File: src/rtl/snes_pkg.sv
// Shared definitions for the SNES controller poll path: button bit map, interface
// addresses and the poll sequencer state encoding.
package snes_pkg;

  localparam int unsigned BTN_B     = 11;
  localparam int unsigned BTN_Y     = 10;
  localparam int unsigned BTN_SEL   = 9;
  localparam int unsigned BTN_START = 8;
  localparam int unsigned BTN_UP    = 7;
  localparam int unsigned BTN_DN    = 6;
  localparam int unsigned BTN_LT    = 5;
  localparam int unsigned BTN_RT    = 4;
  localparam int unsigned BTN_A     = 3;
  localparam int unsigned BTN_X     = 2;
  localparam int unsigned BTN_L     = 1;
  localparam int unsigned BTN_R     = 0;

  localparam logic [1:0] SNES_ADDR_CTRL0 = 2'd0;
  localparam logic [1:0] SNES_ADDR_CTRL1 = 2'd1;
  localparam logic [1:0] SNES_ADDR_POLL  = 2'd2;

  typedef enum logic [2:0] {
    StIdle,
    StPoll,
    StSettle,
    StRd0,
    StCap0,
    StRd1,
    StCap1,
    StUpdate
  } poll_state_e;

endpackage

File: src/rtl/snes_edge_detect.sv
// 12-bit held-state register with one-cycle press/release edges produced on update.
module snes_edge_detect (
  input  logic        clk,
  input  logic        rst_n,
  input  logic [11:0] raw,
  input  logic        update,
  output logic [11:0] held,
  output logic [11:0] pressed,
  output logic [11:0] released
);

  logic [11:0] held_d, pressed_d, released_d;

  always_comb begin
    held_d     = held;
    pressed_d  = '0;
    released_d = '0;
    if (update) begin
      held_d     = raw;
      pressed_d  = raw & ~held;
      released_d = ~raw & held;
    end
  end

  always_ff @(posedge clk or negedge rst_n) begin
    if (!rst_n) begin
      held     <= '0;
      pressed  <= '0;
      released <= '0;
    end else begin
      held     <= held_d;
      pressed  <= pressed_d;
      released <= released_d;
    end
  end

endmodule

File: src/rtl/snes_poller.sv
// Autonomous poll sequencer for SnesInterface: periodic latch, settle, read both controllers,
// then publish held buttons with press/release edges on a single frame_valid strobe.
module snes_poller
  import snes_pkg::*;
#(
  parameter int unsigned POLL_CYCLES   = 208333,
  parameter int unsigned SETTLE_CYCLES = 64,
  parameter int unsigned CNT_W         = 18
) (
  input  logic        sys_clk,
  input  logic        sys_reset_n,
  input  logic        poll_now,
  output logic [1:0]  snes_address,
  output logic        snes_read_en,
  input  logic [11:0] snes_read_data,
  output logic [11:0] buttons_0,
  output logic [11:0] buttons_1,
  output logic [11:0] pressed_0,
  output logic [11:0] pressed_1,
  output logic [11:0] released_0,
  output logic [11:0] released_1,
  output logic        frame_valid,
  output logic        busy
);

  localparam logic [CNT_W-1:0] PollLast   = CNT_W'(POLL_CYCLES - 1);
  // Counter is 0 in the POLL cycle, so it equals cycles elapsed since poll start.
  localparam logic [CNT_W-1:0] SettleLast = CNT_W'(SETTLE_CYCLES);

  poll_state_e      state_q, state_d;
  logic [CNT_W-1:0] cnt_q, cnt_d;
  logic [11:0]      raw0_q;
  logic [1:0]       addr_d;
  logic             rd_en_d;
  logic             update;

  always_comb begin
    state_d = state_q;
    cnt_d   = cnt_q + 1'b1;
    case (state_q)
      StIdle: begin
        if (poll_now || cnt_q == PollLast) begin
          state_d = StPoll;
          cnt_d   = '0;
        end
      end
      StPoll:   state_d = StSettle;
      StSettle: if (cnt_q == SettleLast) state_d = StRd0;
      StRd0:    state_d = StCap0;
      StCap0:   state_d = StRd1;
      StRd1:    state_d = StCap1;
      StCap1:   state_d = StUpdate;
      StUpdate: state_d = StIdle;
      default: begin
        state_d = StIdle;
        cnt_d   = '0;
      end
    endcase
  end

  // Outputs are decoded from the next state so they register in line with the state.
  always_comb begin
    rd_en_d = 1'b0;
    addr_d  = SNES_ADDR_CTRL0;
    case (state_d)
      StPoll: begin
        rd_en_d = 1'b1;
        addr_d  = SNES_ADDR_POLL;
      end
      StRd0:   rd_en_d = 1'b1;
      StRd1: begin
        rd_en_d = 1'b1;
        addr_d  = SNES_ADDR_CTRL1;
      end
      default: ;
    endcase
  end

  always_ff @(posedge sys_clk or negedge sys_reset_n) begin
    if (!sys_reset_n) begin
      state_q      <= StIdle;
      cnt_q        <= '0;
      raw0_q       <= '0;
      snes_read_en <= 1'b0;
      snes_address <= '0;
      busy         <= 1'b0;
      frame_valid  <= 1'b0;
    end else begin
      state_q      <= state_d;
      cnt_q        <= cnt_d;
      snes_read_en <= rd_en_d;
      snes_address <= addr_d;
      busy         <= (state_d != StIdle);
      frame_valid  <= update;
      if (state_q == StCap0) raw0_q <= snes_read_data;
    end
  end

  // Controller 1 data is valid during CAP1 and is taken straight into its held register,
  // so both controllers publish together in the UPDATE cycle.
  assign update = (state_q == StCap1);

  snes_edge_detect u_edge_0 (
    .clk      (sys_clk),
    .rst_n    (sys_reset_n),
    .raw      (raw0_q),
    .update   (update),
    .held     (buttons_0),
    .pressed  (pressed_0),
    .released (released_0)
  );

  snes_edge_detect u_edge_1 (
    .clk      (sys_clk),
    .rst_n    (sys_reset_n),
    .raw      (snes_read_data),
    .update   (update),
    .held     (buttons_1),
    .pressed  (pressed_1),
    .released (released_1)
  );

endmodule

File: config.mk
export PLATFORM = sky130hd
export DESIGN_NAME = snes_poller
export DESIGN_NICKNAME = d
export VERILOG_FILES = /design/src/rtl/snes_pkg.sv /design/src/rtl/snes_edge_detect.sv /design/src/rtl/snes_poller.sv
export SDC_FILE = /design/constraint.sdc
export NUM_CORES = 1
export LEC_CHECK = 0
export BUFFER_PORTS_ARGS = -buffer_cell sky130_fd_sc_hd__buf_2
export CAP_MARGIN = 10
export CORE_MARGIN = 4
export CORE_UTILIZATION = 50
export DETAILED_ROUTE_END_ITERATION = 8
export GPL_TIMING_DRIVEN = 0
export PLACE_DENSITY_LB_ADDON = 0.2
export REMOVE_ABC_BUFFERS = 1
export SYNTH_ARGS = -nofsm -noshare
export SYNTH_HDL_FRONTEND = slang
export SYNTH_SLANG_ARGS = --single-unit
File: constraint.sdc
create_clock -name sys_clk -period 3.46 [get_ports sys_clk]
set_input_delay 0 -clock sys_clk [delete_from_list [all_inputs] [get_ports sys_clk]]
set_output_delay 0 -clock sys_clk [all_outputs]
set_load 0.03 [all_outputs]
==> impl_metrics.yaml <==
critical_path:
  r2r_end: "cnt_q[16]"
  cpMaxStageDelayCell: "a21o_1"
  cpPeakStageDelay_ns: 0.60
  worstPathRequired_ns: 3.67
  cp_max_fo: 20
  crit_family: "compound AO/OA/AOI/OAI gates"
  start_kind: "flip-flop"
  r2r-start: "cnt_q[0]"
  cp_cell_sequence: "inv_1, ha_1, or4bb_1, nor2_1, a21o_1, a22oi_1"
  path_buf_inv: 1
  path_class: "reg -> reg"
  cp-end-kind: "flip-flop"
  worst_ep_arrival_time_ns: 2.51
  ff2ff_setup_slack_ns: 1.16
  worst_r2r_path_depth: 6
global_routing:
  first_global_vias: 3023
  grt_max_degree: 69
  antenna_found_initial: 0
  grt_overflow: 0
  grt_pass1_wl_um: 14510
  grt_usage_pct: 18.06
run:
  maxCapViolations: 0
logic_synthesis:
  synth-seq-cells: 110
  ys_top_cells_by_area: "dfrtp_1, nor3b_1, nand2_1"
  ys_warn_count: 0
  syn_area_per_cell_sq_um: 11.74
  syn-cell-area_sq_mm: 0.004252
  synth_cells: 362
  synthArstFlopShare_pct: 100.0
  netlist.top_cell.by_area: "dfrtp_1"
  ys.flop_type: "dfrtp_1"
  yosysSeqAreaShare_pct: 64.74
  ys_types: 39
  synth_top_area_share_pct: 64.74
  synth_edf_count: 0
final_layout:
  nets: 480
  n_fill_cell: 678
  diodes: 0
  final_util_pct: 62.61
  fin_area_sq_mm: 0.005170
  regArea_sq_mm: 0.002753
  drive_gt1_share_pct: 27.99
  syn2layout_area_growth_pct: 21.60
  multi_input_area_sq_mm: 0.001398
sta:
  max_freq_mhz: 434.1
  period_share_pct: 66.58
  slew_violations: 0
  layout_setup_ws_ns: 1.156
  skew_ns: 0.008874
  worst_pin_slew_ns: 0.7907
  setup_violations: 0
  rsz0062_at_grt: "no"
  hold_violations: 0
  min_period_ns: 2.304
  slew_headroom_pct: 47.29
routing:
  drt_pass1_iterations: 5
  wl_met1_um: 3723
  dr.max_layer_used: "met4"
  drt-total-wl_um: 8592
  drcViolationCount: 0
  wl_met2_um: 4188
  dr.first_iter.drc_count: 126
  wl_met3_um: 547
  num_vias: 2983
  ant_nets: 0
  routedWlPerCell_um: 14.99
  vias_per_cell: 5.206
placement:
  dp.final_hpwl_um: 5750
  io_buffers: 91
  placed_cell_area_sq_mm: 0.004850
  dp_slack_ns: 1.182
  routabilityCongestion: 0.8759
run_status:
  status: "finished, final reports clean"
clocking:
  insertion_delay_ns: 0.37
  clk_pin_slew_ns: 0.11
  post_cts_buffers: 0
  cts_root_buf: "clkbuf_8"
  cts_buffers: 9
  clkSinkCount: 110
  cts_tree: "yes"
  clock_path_buffers: 2
  h-tree-depth: 3
power_and_ir_drop:
  power_density_mw_per_mm2: 399.2
  ir_drop_mv: 0.2099
  p_leak_nw: 2.591
floorplanning:
  dieArea_sq_mm: 0.01004
  num_rows: 33
  die_w_um: 100.2
  die_height_um: 100.2
  io-pin-count: 92
  initial_core_util_pct: 51.48
  core_sq_mm: 0.008258
min_path:
  hold_path_class: "in -> async"
## area by class of cell
cell class | count | area share (%)
sequential | 110 | 53.24
inverter | 7 | 0.5082
timing repair buffer | 110 | 13.19
tap | 105 | 2.541
multi-input combinational | 225 | 27.03
clock buffer | 10 | 2.469
clock inverter | 6 | 1.016
## layout by cell type (no fill, tap or decap), types with 2 or more instances in the layout
cell	instances
a21oi_1	17
a22oi_1	3
and2_1	3
and3_1	3
buf_2	90
buf_8	3
clkbuf_8	9
dfrtp_1	110
dlygate4sd3_1	14
ha_1	2
inv_1	6
inv_6	2
inv_8	2
mux2_2	12
nand2_1	77
nand3_1	5
nand4_1	5
nor2_1	5
nor3_1	4
nor3b_1	48
nor4_1	2
o21ai_0	4
or3_1	4
xnor2_1	8
xor2_1	6
## state kept, by name, summed over array words and instances (netlist names)
name,flops
busy,1
cnt_q,18
frame_valid,1
raw0_q,12
snes_address,2
snes_read_en,1
state_q,3
u_edge_0.held,12
u_edge_0.pressed,12
u_edge_0.released,12
u_edge_1.held,12
u_edge_1.pressed,12
u_edge_1.released,12
## how the worst max path moves through the flow
| stage | start | to | slack, ns | cells past startpoint |
|---|---|---|---|---|
| after floorplan | state_q[0] | u_edge_0.held[0] | 0.74 | 4 |
| after global placement | state_q[0] | u_edge_1.held[9] | -0.53 | 4 |
| after detailed placement | cnt_q[0] | cnt_q[1] | 1.18 | 6 |
| after CTS | cnt_q[0] | cnt_q[1] | 1.17 | 6 |
| after global routing | cnt_q[0] | cnt_q[1] | 0.95 | 6 |
| final | cnt_q[0] | cnt_q[16] | 1.16 | 6 |
## repair_timing
action,CTS,global route
hold buffers,14,0
gates resized for setup,0,0
endpoints found under the hold margin,91,0
endpoints found under the setup margin,0,0
## cell families after synthesis
logic type      share of synthesized area [%]
simple gates                            21.87
flops                                   64.74
compound gates                          4.238
buf+inv                                 2.501
xor+xnor                                2.884
mux                                     3.178
fa+ha+maj                              0.5885
## power breakdown
group / total, mW / switching, mW / internal (mW)
clock network: 0.719 / 0.442 / 0.277
registers: 1.28 / 0 / 1.28
logic: 0.0602 / 0.0377 / 0.0225
## stage by stage
stage,TNS [ns],std cells,hold WS [ns],total power [mW]
3_3_place_gp,-12.61,538,0.2025,1.355
6_report,0,573,0.1684,2.064
2_1_floorplan,0,342,-0.2956,1.316
4_1_cts,0,573,0.1740,2.091
5_1_grt,0,573,0.2032,2.154
3_5_place_dp,0,543,0.03329,1.360
## synthesized netlist by cell type, types with 2 or more instances
master,instances
clkbuf_1,16
nor3_1,5
nand4_1,5
nor4_1,2
nand3_1,5
dfrtp_1,110
buf_2,3
a21oi_1,17
xnor2_1,8
o21ai_0,4
mux2_2,12
nand2_1,77
a22oi_1,3
inv_1,6
or3_1,4
nor2_1,5
and3_1,3
xor2_1,6
ha_1,2
nor3b_1,48
and2_1,3
## layer usage
layer	up-vias	global-route usage, %
met2	80	29.05
met4	0	5.907
met3	15	4.726
met1	1468	24.06
li1	1420	-
met5	-	0
No activity file was read; power rests on OpenSTA's default activity.
